===== src/rtl/reg_bus_csr_endpoint.sv =====
// CSR endpoint: config words, counter control, 64-bit saturating counters with LSB-latched MSB snapshot.
// Writes land at the wvalid edge; reads answer one cycle after arvalid; no backpressure on either path.
module reg_bus_csr_endpoint #(
    parameter int unsigned               N_CFG     = 4,
    parameter logic [N_CFG*32-1:0]       CFG_RESET = '0,
    parameter int unsigned               N_CTR     = 4
) (
    input  logic                  clk,
    input  logic                  rstn,
    input  logic                  reg_wvalid,
    input  logic [15:0]           reg_waddr,
    input  logic [31:0]           reg_wdata,
    input  logic                  reg_arvalid,
    input  logic [15:0]           reg_araddr,
    output logic                  reg_rvalid,
    output logic [31:0]           reg_rdata,
    output logic [N_CFG*32-1:0]   cfg,
    output logic                  ctr_en,
    input  logic [N_CTR-1:0]      event_inc
);

    logic [N_CFG*32-1:0]      cfg_q, cfg_d;
    logic                     ctr_en_q, ctr_en_d;
    logic                     sat_any_q, sat_any_d;
    logic [N_CTR-1:0][63:0]   cnt_q, cnt_d;
    logic [31:0]              snap_hi_q, snap_hi_d;
    logic [31:0]              rdata_q, rdata_d;
    logic                     rvalid_q;
    logic                     clr;
    logic [7:0]               wa;
    logic [7:0]               ra;

    assign wa = reg_waddr[7:0];
    assign ra = reg_araddr[7:0];

    always_comb begin
        cfg_d     = cfg_q;
        ctr_en_d  = ctr_en_q;
        clr       = 1'b0;
        cnt_d     = cnt_q;
        sat_any_d = sat_any_q;
        if (reg_wvalid) begin
            if (wa[7:6] == 2'b00) begin
                for (int i = 0; i < int'(N_CFG); i++) begin
                    if (wa[5:2] == 4'(i)) cfg_d[32*i +: 32] = reg_wdata;
                end
            end
            if (wa[7:2] == 6'h10) begin
                ctr_en_d = reg_wdata[0];
                clr      = reg_wdata[1];
            end
        end
        // Counters use the enable already in effect; a new CTRL value applies next cycle.
        for (int i = 0; i < int'(N_CTR); i++) begin
            if (ctr_en_q && event_inc[i]) begin
                if (~&cnt_q[i]) cnt_d[i] = cnt_q[i] + 64'd1;
                if (&cnt_q[i][63:1]) sat_any_d = 1'b1;
            end
        end
        if (clr) begin
            cnt_d     = '0;
            sat_any_d = 1'b0;
        end
    end

    // Read mux samples pre-update state, so a colliding write or clear is not visible yet.
    always_comb begin
        rdata_d   = rdata_q;
        snap_hi_d = snap_hi_q;
        if (reg_arvalid) begin
            rdata_d = '0;
            if (ra[7:6] == 2'b00) begin
                for (int i = 0; i < int'(N_CFG); i++) begin
                    if (ra[5:2] == 4'(i)) rdata_d = cfg_q[32*i +: 32];
                end
            end else if (ra[7:2] == 6'h10) begin
                rdata_d = {31'b0, ctr_en_q};
            end else if (ra[7:2] == 6'h11) begin
                rdata_d = {16'(N_CTR), 8'(N_CFG), 7'b0, sat_any_q};
            end else if (ra[7]) begin
                for (int i = 0; i < int'(N_CTR); i++) begin
                    if (ra[6:3] == 4'(i)) begin
                        if (ra[2]) begin
                            rdata_d = snap_hi_q;
                        end else begin
                            rdata_d   = cnt_q[i][31:0];
                            snap_hi_d = cnt_q[i][63:32];
                        end
                    end
                end
            end
        end
        if (clr) snap_hi_d = '0;
    end

    always_ff @(posedge clk or negedge rstn) begin
        if (!rstn) begin
            cfg_q     <= CFG_RESET;
            ctr_en_q  <= 1'b0;
            sat_any_q <= 1'b0;
            cnt_q     <= '0;
            snap_hi_q <= '0;
            rdata_q   <= '0;
            rvalid_q  <= 1'b0;
        end else begin
            cfg_q     <= cfg_d;
            ctr_en_q  <= ctr_en_d;
            sat_any_q <= sat_any_d;
            cnt_q     <= cnt_d;
            snap_hi_q <= snap_hi_d;
            rdata_q   <= rdata_d;
            rvalid_q  <= reg_arvalid;
        end
    end

    assign reg_rvalid = rvalid_q;
    assign reg_rdata  = rdata_q;
    assign cfg        = cfg_q;
    assign ctr_en     = ctr_en_q;

endmodule


===== config.mk =====
export PLATFORM = sky130hd
export DESIGN_NAME = reg_bus_csr_endpoint
export DESIGN_NICKNAME = d
export VERILOG_FILES = /design/src/rtl/reg_bus_csr_endpoint.sv
export SDC_FILE = /design/constraint.sdc
export NUM_CORES = 1
export LEC_CHECK = 0
export CAP_MARGIN = 20
export CORE_UTILIZATION = 44
export DETAILED_ROUTE_END_ITERATION = 7
export PLACE_DENSITY_LB_ADDON = 0.25
export SYNTH_ARGS = -nofsm -noshare
export SYNTH_HDL_FRONTEND = slang
export SYNTH_SLANG_ARGS = --single-unit

===== constraint.sdc =====
create_clock -name clk -period 4.8 [get_ports clk]
set_input_delay 0.72 -clock clk [delete_from_list [all_inputs] [get_ports clk]]
set_output_delay 0.72 -clock clk [all_outputs]
set_load 0.02 [all_outputs]

* Yosys cells after proc, flatten, opt, wreduce, memory -nomap -nowiden
Cells that the tools add are included.
** Operators by class
- Reductions and logical operators :: 33
- Shift operators :: 0
- Multipliers :: 0
- Magnitude comparators :: 0
- Equal/unequal tests :: 19
- Add/subtract/negate cells :: 4
- Div/mod/pow operators :: 0
- Bitwise logic cells :: 0
- Muxes and demuxes :: 50
** Operators by type and width (count)
- 32-bit 2-to-1 mux :: 30
- 64-bit 2-to-1 mux :: 8
- 64-bit by 1-bit adder with 64-bit output (second input constant) :: 4
- 256-bit 2-to-1 mux :: 1
- 64-bit AND reduction :: 4
- 63-bit AND reduction :: 4
- 4-bit by 2-bit equality test with 1-bit output (second input constant) :: 6
- 6-bit by 5-bit equality test with 1-bit output (second input constant) :: 3
- 2-bit != test (second input constant) :: 7
- 4-bit by 1-bit equality test with 1-bit output (second input constant) :: 3
- 4-bit logical NOT :: 3
- 3-bit AND reduction :: 4
- 2-bit nonzero test :: 6
- 1-bit 2-to-1 mux :: 11
- 2-bit AND reduction :: 5
- 5-bit AND reduction :: 1
- 1-bit logical AND :: 4
- 2-bit logical NOT :: 2
** Storage, ports and cells
- Bits in latches :: 0
- Logic and storage cells :: 119
- Register bits after elaboration :: 451
- Memories kept :: 0
- RAM bits :: 0
- Input port bits :: 72
- Bits in read-only memories :: 0
- Output and inout bits :: 162

* Longest topological paths before layout
Gate-level depths: netlist of run 1.
- Word-level depth :: 14
- Depth in mapped cells :: 10
- Gate-level depth less buffers :: 7

* Least setup slack after synthesis of run 1
No wires, ideal clock.
- Kind :: input port to flip-flop
- From :: in event_inc[1]
- To :: reg cnt_q[124] in the netlist's numbering
- Required time :: 4722 ps
- Path buffers :: 2
- Setup slack :: 2005 ps
- Stages on the path :: 8
- Library setup time :: 78 ps
- Arrival time :: 2718 ps
- Cell sequence :: nand2_1 > or3_2 > or3_1 > clkbuf_2 > or3_1 > buf_2 > or3_1 > a21oi_1
** On the way
- Longest elaborated chain between the ends :: 3
** RTL lines
- start: declaration :: RTL line 19 : input logic [N_CTR-1:0] event_inc
- 1-bit logical AND :: RTL line 55 : if (ctr_en_q && event_inc[i]) begin
- 2-bit nonzero test (no source line)
- 2-bit AND reduction (no source line)
- end signal: assignment :: RTL line 109 : cnt_q <= cnt_d;
- end: declaration :: RTL line 25 : logic [N_CTR-1:0][63:0] cnt_q, cnt_d;
Every way passes these cells.
A chain may end at the register's enable or synchronous reset.

* Worst setup path after layout of run 1
- From :: reg ctr_en_q (netlist: ctr_en)
- To :: reg cnt_q[92] in the netlist's numbering
** On the way
- Longest elaborated chain between the ends :: 3
** RTL lines
- start: declaration :: RTL line 23 : logic ctr_en_q, ctr_en_d;
- start signal: assignment :: RTL line 107 : ctr_en_q <= ctr_en_d;
- 1-bit logical AND :: RTL line 55
- 2-bit nonzero test (no source line)
- 2-bit AND reduction (no source line)
Every way passes these cells.

==> summary.txt, run 1 <==
Status
  – Outcome: finished, final reports clean

Critical path
  – Worst-path cell chain: buf_4, nand2_1, or3_2, or4_1, nor3_1, a21oi_1, a31o_2
  – Worst EP arrival: around 4 ns
  – Worst r2r dst: cnt_q[92]
  – Crit path capture type: flip-flop
  – FF-to-FF Start: ctr_en
  – Max incr delay on CP: 0.75 ns
  – FF-to-FF setup slack: 1.41 ns
  – Crit Path Class: flip-flop to flip-flop
  – Worst-path fanout max: 7
  – Worst Path Required: 5.31 ns
  – CP Launch Point: ctr_en
  – Worst r2r path cells: 7
  – Critical path buffers and inverters: 1
  – Startpoint type of the worst setup path: flip-flop
  – Critical path's slowest cell: dfrtp_1
  – Worst path top cell family by delay: simple AND/OR/NAND/NOR gates

Synth
  – Synth async-reset ratio: 100%
  – Count of flip-flops with a built-in enable after synthesis: 0
  – Top FF cell, synth: dfrtp_1
  – Post-Syn Instances: ~2700
  – Ys Warns: 0
  – Cell area after synthesis: 25000 µm²
  – Area share of the largest cell type after synthesis: 45.1%
  – Syn Area/Cell: 9.44 µm²
  – Sequential area share after synthesis: roughly 45%
  – Largest cells by area after synthesis: dfrtp_1 45%, mux2_2 7.2%, nand2_1 5.0%, a21oi_1 4.1%, mux4_2 3.1%
  – Post-synth cell types: 69
  – Post-Syn Nets: 2728
  – Yosys reg bits: 451
  – Synth area leader: dfrtp_1

Clock tree
  – CTS sink cnt: 451
  – Clock Latency Late Sink: 0.65 ns
  – Clock root buffer: clkbuf_16
  – Clock Path Buffers: 3
  – Total CTS buffers: 53
  – Reg clk slew, reported paths: 0.06 ns
  – Post-cts gate resize count: 0
  – # hold bufs at CTS: 0
  – # Post-CTS Setup Buffers: 0
  – CTS tree: yes
  – H-tree levels: 2

Final layout
  – Final net count: 2866
  – Most frequent cells in the layout: 451 x dfrtp_1, 335 x nand2_1, 209 x clkdlybuf4s50_1, 203 x a21oi_1, 161 x mux2_2
  – Commonest non-fill, non-tap cell in the layout: dfrtp_1
  – Share of layout cells above drive strength 1: between 10% and 20%
  – Fill count: 5063
  – Layout area overhead: 19.2%

Detailed routing
  – WL/cell: 23.4 µm
  – Residual DRC count: 0
  – Via count: 22700
  – Drt first-iter violations: 2531
  – Final wirelength: around 84 mm
  – Post-DRT Antenna Nets: 0
  – Vias per inst: 6.31
  – Drt pass-1 iters: 7

Placement
  – DP HPWL: 59.4 mm
  – Final Wtd Congestion: 0.931
  – PortBufs: 213
  – DP Worst Slack: 0.876 ns

Global route
  – Largest net degree at the start of global routing: approximately 110
  – GRT Residual Overflow: 0
  – Vias in the first global route: around 22000
  – Tot GR Track Use: 29.3%
  – First-pass GRT wire length: 131 mm
  – Antenna violations before repair: 2

Timing
  – Slew @ Worst Pin: 1.06 ns
  – Max frequency: 0.295 GHz
  – Post-route minimum period: 3.39 ns
  – Final setup vio count: 0
  – Final period util: 70.7%
  – Skew final: about 0.033 ns
  – Final WS setup: 1.41 ns
  – Max-slew violations: 0
  – Final Hold Viols: 0
  – Slew headroom: just under 30%
  – Setup TNS: 0 ns
  – RSZ-0062 raised after global routing: false

Die
  – Chip Height: about 240 µm
  – Core region area: 56300 µm²
  – Initial Utilization: 44.5%
  – Die width: 241 µm
  – Die Footprint: 57900 µm²
  – Cell Rows: 87
  – Boundary Pins: 234

Power and ir drop
  – Power Density: approximately 350 nW/µm²
  – Clk pwr share: 43.0%
  – Logic pwr share: 14.7%
  – Static Leak: 11.8 nW
  – Cell-internal power: between 7 and 8 mW
  – Sw Pwr: 2.87 mW
  – Peak supply drop: 0.279 mV
  – Flop pwr share: 42.3%
  – Switching share of power: 27.7%

Min path
  – Hold Path Class: input port to asynchronous set/reset pin

Job
  – Max Cap Viol: 0
synth_stat cells, drive strengths merged (3+ instances only):
cell type,n
mux4,35
o21ai,159
clkbuf,141
o311ai,3
a22oi,4
a41o,3
xor2,34
and3,37
a31oi,29
nand3,115
a211oi,4
or4,91
and2,15
nand4b,3
nand4,79
mux2,161
o211ai,94
o31a,6
nor3b,3
nor4b,5
mux2i,49
nor2,136
xnor2,27
o21a,4
a21oi,204
ha,4
o41ai,4
dfrtp,451
o31ai,57
and4,21
inv,29
o2111ai,3
o22ai,29
buf,35
or3,90
nor3,42
nand2b,23
nand2,335
or2,8
nor4,53
a31o,6
power by group through the flow:
stage / clock network [mW] / logic, mW / registers (mW)
6_report: 4.44 / 1.53 / 4.37
5_1_grt: 4.64 / 1.65 / 4.41
4_1_cts: 4.49 / 1.53 / 4.37
3_5_place_dp: 0 / 1.52 / 4.43
3_3_place_gp: 0 / 1.49 / 4.41
2_1_floorplan: 0 / 0.632 / 4.54
per-stage QoR:
step	instance area [µm²]	total power [mW]	hold WS, ns	std cells	util, %
finish	29900	10.3	0.167	3590	53.1
global route	29900	10.7	0.262	3589	53.1
CTS	29800	10.4	0.233	3585	53.0
detailed placement	27900	5.94	0.494	3487	49.6
global placement	27900	5.90	0.486	3487	49.6
floorplan	25000	5.17	0.424	2652	-
cells by family (layout without fill, tap and decap cells):
kind of cell	Yosys count	count (layout)	share of synthesized area, %
mux	245	245	12.3
buf+inv	206	387	3.25
flops	451	451	45.1
simple gates	1064	1064	22.1
xor+xnor	61	61	2.13
fa+ha+maj	4	4	0.200
compound gates	621	621	15.0
other cells	0	1	0
worst max path at each step:
stage | endpoint | cells past startpoint | slack, ns
2_1_floorplan | cnt_q[124] | 8 | 2.00
3_3_place_gp | snap_hi_q[19] | 7 | 0.93
3_5_place_dp | snap_hi_q[24] | 7 | 0.88
4_1_cts | cnt_q[92] | 7 | 1.47
5_1_grt | cnt_q[1] | 7 | 1.23
6_report | cnt_q[92] | 7 | 1.41
layout make-up:
| type | instances | area [µm²] | share of cell area [%] |
|---|---|---|---|
| Antenna cell | 1 | 2.50 | 0.00838 |
| Clock buffer | 77 | 1560 | 5.21 |
| Clock inverter | 21 | 370 | 1.24 |
| Inverter | 29 | 109 | 0.364 |
| Multi-Input combinational cell | 1995 | 13000 | 43.6 |
| Sequential cell | 451 | 11300 | 37.8 |
| Tap cell | 756 | 946 | 3.17 |
| Timing Repair Buffer | 260 | 2570 | 8.61 |
sequential cells by signal, indices dropped and copies added (netlist names):
register,cells
cfg,128
ctr_en,1
cnt_q,256
snap_hi_q,32
reg_rvalid,1
reg_rdata,32
sat_any_q,1
metal layers:
| metal | vias to the layer above | track usage, % | share of wire (%) |
|---|---|---|---|
| li1 | 10200 | - | - |
| met1 | 11300 | 39.7 | 42 |
| met2 | 965 | 45.8 | 46 |
| met3 | 148 | 6.37 | 8.2 |
| met4 | 2 | 11.2 | 3.8 |
| met5 | - | 0 | 0.0095 |
Power figures use the tool's default switching activity.
==> run 2: changes to the inputs <==
clock period = 2.85 ns   (was 4.8 ns; I/O delays follow)
==> summary.txt, run 2 (same netlist as run 1, synthesis figures left out) <==
Status
  – Outcome: finished, final reports clean

Final layout
  – Register with the most flip-flops: cnt_q
  – Fin util: 55.9%
  – Layout area overhead: 25.5%
  – Most frequent cells in the layout: 449 x dfrtp_1, 335 x nand2_1, 210 x buf_4, 209 x clkdlybuf4s50_1, 203 x a21oi_1
  – Cell area after layout: 31400 µm²
  – Share of layout cells above drive strength 1: 18.7%
  – Max reg flops: ~260
  – Commonest non-fill, non-tap cell in the layout: dfrtp_1
  – Final non-filler cell total: roughly 3800
  – Final net count: around 3000
  – # diodes: 0
  – Fill count: 4959

Critical path
  – Worst-path cell chain: nand4_1, or4_1, or4_1, nor4_1, nor4_1, o21a_1
  – Max incr delay on CP: between 0.5 and 0.6 ns
  – Crit Path Class: flip-flop to flip-flop
  – Startpoint type of the worst setup path: flip-flop
  – Crit path capture type: flip-flop
  – Critical path's slowest cell: or4_1
  – Worst Path Required: 3.35 ns
  – FF-to-FF Start: cnt_q[112]
  – Worst EP arrival: about 3.2 ns
  – FF-to-FF setup slack: between 0.1 and 0.15 ns
  – Worst r2r path cells: 6
  – Worst r2r dst: cnt_q[103]
  – Worst-path fanout max: 7

Global route
  – GRT Residual Overflow: 0
  – Tot GR Track Use: between 30% and 40%
  – Vias in the first global route: 22700
  – Antenna violations before repair: 0
  – First-pass GRT wire length: 134 mm
  – Largest net degree at the start of global routing: 85

Timing
  – Slew @ Worst Pin: 0.939 ns
  – Final period util: 95.3%
  – Final WS setup: 0.135 ns
  – Setup TNS: 0 ns
  – Final Hold Viols: 0
  – Skew final: 0.0342 ns
  – Max-slew violations: 0
  – Fin Hold WS: 0.132 ns
  – Final setup vio count: 0
  – Max frequency: approximately 0.37 GHz
  – Slew headroom: 36.9%
  – Post-route minimum period: 2.72 ns
  – RSZ-0062 raised after global routing: false

Die
  – Cell Rows: 87
  – Boundary Pins: approximately 230
  – Core region area: about 56000 µm²
  – Chip Height: 241 µm
  – Initial Utilization: 44.5%
  – Die width: 241 µm
  – Die Footprint: around 58000 µm²

Min path
  – Worst hold endpoint: reg_rvalid
  – Hold_sp: reg_arvalid
  – Hold path depth: 1
  – Hold Path Class: input port to flip-flop

Clock tree
  – H-tree levels: 2
  – CTS tree: yes
  – Clock root buffer: clkbuf_16
  – # Post-CTS Setup Buffers: 0
  – CTS sink cnt: approximately 450
  – Total CTS buffers: 51
  – Clock Path Buffers: 3
  – Reg clk slew, reported paths: around 0.06 ns
  – Clock Latency Late Sink: 0.63 ns

Placement
  – Area after DPL: 29600 µm²
  – Final Wtd Congestion: 0.987
  – Placed Cells: 3681
  – PortBufs: about 210
  – DP HPWL: between 60 and 70 mm
  – DP Worst Slack: -0.259 ns

Power and ir drop
  – Power Density: 549 nW/µm²
  – Static Leak: 12.7 nW
  – Peak supply drop: 0.502 mV
  – Pwr Total: 17.3 mW

Detailed routing
  – Via count: approximately 24000
  – Residual DRC count: 0
  – Drt first-iter violations: ~2200
  – Final wirelength: between 80 and 90 mm
  – WL/cell: 23.2 µm
  – Drt pass-1 iters: 5
  – Vias per inst: 6.23
  – Post-DRT Antenna Nets: 0

Job
  – Max Cap Viol: 0
-- run 2: critical path: cells and delay by family (launching register included) --
family          cells  cell delay (ns)
compound gates      1             0.19
flops               1             0.45
simple gates        5             1.97
-- run 2: metal layers --
layer / track usage [%] / vias to the layer above / routed length [µm]
li1: - / 10600 / -
met1: 40.2 / 11800 / 35900
met2: 47.6 / 1006 / 40400
met3: 6.02 / 183 / 7280
met4: 13.6 / 0 / 3860
met5: 0 / - / 0
-- run 2: how the worst max path moves through the flow --
stage                 startpoint    endpoint  slack (ns)  cells after the start
floorplan                 ctr_en  cnt_q[124]        0.21                      8
global placement    event_inc[1]  cnt_q[124]       -0.26                      7
detailed placement  event_inc[1]  cnt_q[124]       -0.26                      7
CTS                   cnt_q[116]   cnt_q[86]        0.07                      7
global route          cnt_q[112]  cnt_q[103]        0.02                      6
finish                cnt_q[112]  cnt_q[103]        0.13                      6
-- run 2: area by class of cell --
type                    count  area, µm²  area share, %
multi-input cells        1995      13000           41.4
repair buffers            451       4280           13.6
well taps                 756        946           3.01
clock inverters            19        315           1.00
flip-flops and latches    451      11300           35.9
clock buffers              73       1480           4.71
inverters                  29        109          0.346
-- run 2: where the power goes --
| group | switching (mW) | internal, mW | total [mW] |
|---|---|---|---|
| Clock | 2.84 | 4.25 | 7.09 |
| Sequential | 0.483 | 6.87 | 7.35 |
| Combinational | 1.47 | 1.34 | 2.81 |
-- run 2: timing repair --
| item | in CTS | in global routing |
|---|---|---|
| hold buffers | 1 | 0 |
| hold endpoints to repair | 54 | 0 |
| resized for setup | 0 | 4 |
| endpoints found under the setup margin | 0 | 14 |
==> run 3: changes to the inputs <==
SLEW_MARGIN = 40   (was unset)
==> summary.txt, run 3 (same netlist as run 1, synthesis figures left out) <==
Status
  – Outcome: finished, final reports clean

Timing
  – Slew headroom: 48.8%
  – RSZ-0062 raised after global routing: false
  – Final setup vio count: 0
  – Post-route minimum period: 2.76 ns
  – Final period util: 96.8%
  – Max frequency: 0.362 GHz
  – Final Hold Viols: 0
  – Setup TNS: 0 ns
  – Skew final: 0.0237 ns
  – Fin Hold WS: 0.133 ns
  – Slew @ Worst Pin: 0.761 ns
  – Max-slew violations: 0

Detailed routing
  – Residual DRC count: 0
  – WL/cell: ~23 µm
  – Drt first-iter violations: 2435
  – Drt pass-1 iters: 6
  – Vias per inst: 6.25
  – Post-DRT Antenna Nets: 0
  – Final wirelength: 87.4 mm
  – Via count: roughly 24000

Clock tree
  – CTS tree: yes
  – # Post-CTS Setup Buffers: 0
  – CTS sink cnt: 451
  – Reg clk slew, reported paths: 0.06 ns
  – Clock root buffer: clkbuf_16
  – Clock Path Buffers: 3
  – H-tree levels: 2
  – Clock Latency Late Sink: 0.64 ns
  – Total CTS buffers: 53

Global route
  – Vias in the first global route: 22600
  – Antenna violations before repair: 3
  – Tot GR Track Use: 30.2%
  – First-pass GRT wire length: between 100 and 150 mm
  – Largest net degree at the start of global routing: 85
  – GRT Residual Overflow: 0

Min path
  – Hold path depth: 1
  – Worst hold endpoint: reg_rvalid
  – Hold Path Class: input port to flip-flop
  – Hold_sp: reg_arvalid

Placement
  – DP HPWL: 63.7 mm
  – PortBufs: between 200 and 250
  – Final Wtd Congestion: 0.987

Final layout
  – Most frequent cells in the layout: 451 x dfrtp_1, 335 x nand2_1, 209 x clkdlybuf4s50_1, 209 x buf_4, 203 x a21oi_1
  – Fin util: 55.7%
  – Register with the most flip-flops: cnt_q
  – Commonest non-fill, non-tap cell in the layout: dfrtp_1
  – Layout area overhead: 25.2%
  – # diodes: 0
  – Final net count: 3057
  – Share of layout cells above drive strength 1: 18.6%
  – Max reg flops: 256

Power and ir drop
  – Sw Pwr: 4.82 mW
  – Power Density: 539 nW/µm²
  – Pwr Total: 16.9 mW
  – Switching share of power: 28.5%
  – Static Leak: about 13 nW
  – Peak supply drop: 0.567 mV
  – Flop pwr share: between 40 and 50%
  – Cell-internal power: between 10 and 15 mW
  – Clk pwr share: roughly 40%
  – Logic pwr share: 16.6%

Die
  – Cell Rows: 87
  – Die Footprint: 57900 µm²
  – Initial Utilization: 44.5%
  – Boundary Pins: 234
  – Core region area: 56300 µm²
  – Die width: approximately 240 µm
  – Chip Height: 241 µm

Critical path
  – FF-to-FF setup slack: 0.09 ns
  – Startpoint type of the worst setup path: flip-flop
  – Worst r2r path cells: 8
  – Crit path capture type: flip-flop
  – Worst EP arrival: about 3.3 ns
  – Crit Path Class: flip-flop to flip-flop
  – CP Launch Point: cnt_q[116]
  – Worst Path Required: approximately 3.4 ns
  – Worst-path fanout max: 35
  – Worst r2r dst: cnt_q[73]
  – FF-to-FF Start: cnt_q[116]

Job
  – Max Cap Viol: 0
[run 3: timing repair]
item,4_1_cts,5_1_grt
setup endpoints to repair,0,8
resized for setup,0,3
endpoints found under the hold margin,54,0
hold buffers,1,0
[run 3: area by class of cell]
cell class,count,area [µm²]
multi-input combinational,1995,13000
fill,4979,24900
timing repair buffer,451,4280
clock inverter,14,155
sequential,451,11300
tap,756,946
clock buffer,81,1560
inverter,29,109
[run 3: routing by layer]
layer	up-vias	wire length [µm]	part of all wire, %	GRT usage, %
li1	10600	-	-	-
met1	11800	36000	41	40.4
met2	1045	40600	46	48.1
met3	162	7200	8.2	5.94
met4	4	3630	4.2	12.1
met5	-	20	0.023	0
[run 3: worst max-delay path by stage]
stage / endpoint / slack [ns]
after floorplan: cnt_q[124] / 0.21
after global placement: cnt_q[124] / -0.26
after detailed placement: cnt_q[124] / -0.25
after CTS: cnt_q[86] / 0.08
after global routing: cnt_q[124] / 0.002
final: cnt_q[73] / 0.09
[run 3: critical path: stages, from the launching register on]
cell and delay [ns]:
dfrtp_1 0.45, nand3_1 0.20, or4_4 0.59, or4_4 0.60
o21ai_4 0.23, buf_12 0.20, buf_4 0.14, xor2_1 0.17
nor2_1 0.05
[run 3: metrics by stage]
step / cells / setup WS, ns / instance area, µm²
2_1_floorplan: 2652 / 0.210 / 25000
3_3_place_gp: 3681 / -0.257 / 29600
3_5_place_dp: 3681 / -0.253 / 29600
4_1_cts: 3777 / 0.0778 / 31400
5_1_grt: 3777 / 0.00219 / 31400
6_report: 3777 / 0.0913 / 31400
[run 3: power groups by stage]
stage               Combinational [mW]  Clock [mW]  Sequential [mW]
finish                            2.80        6.74             7.35
global route                      3.01        7.08             7.41
CTS                               2.80        6.85             7.34
detailed placement                2.78           0             7.44
global placement                  2.73           0             7.42
floorplan                         1.06           0             7.64
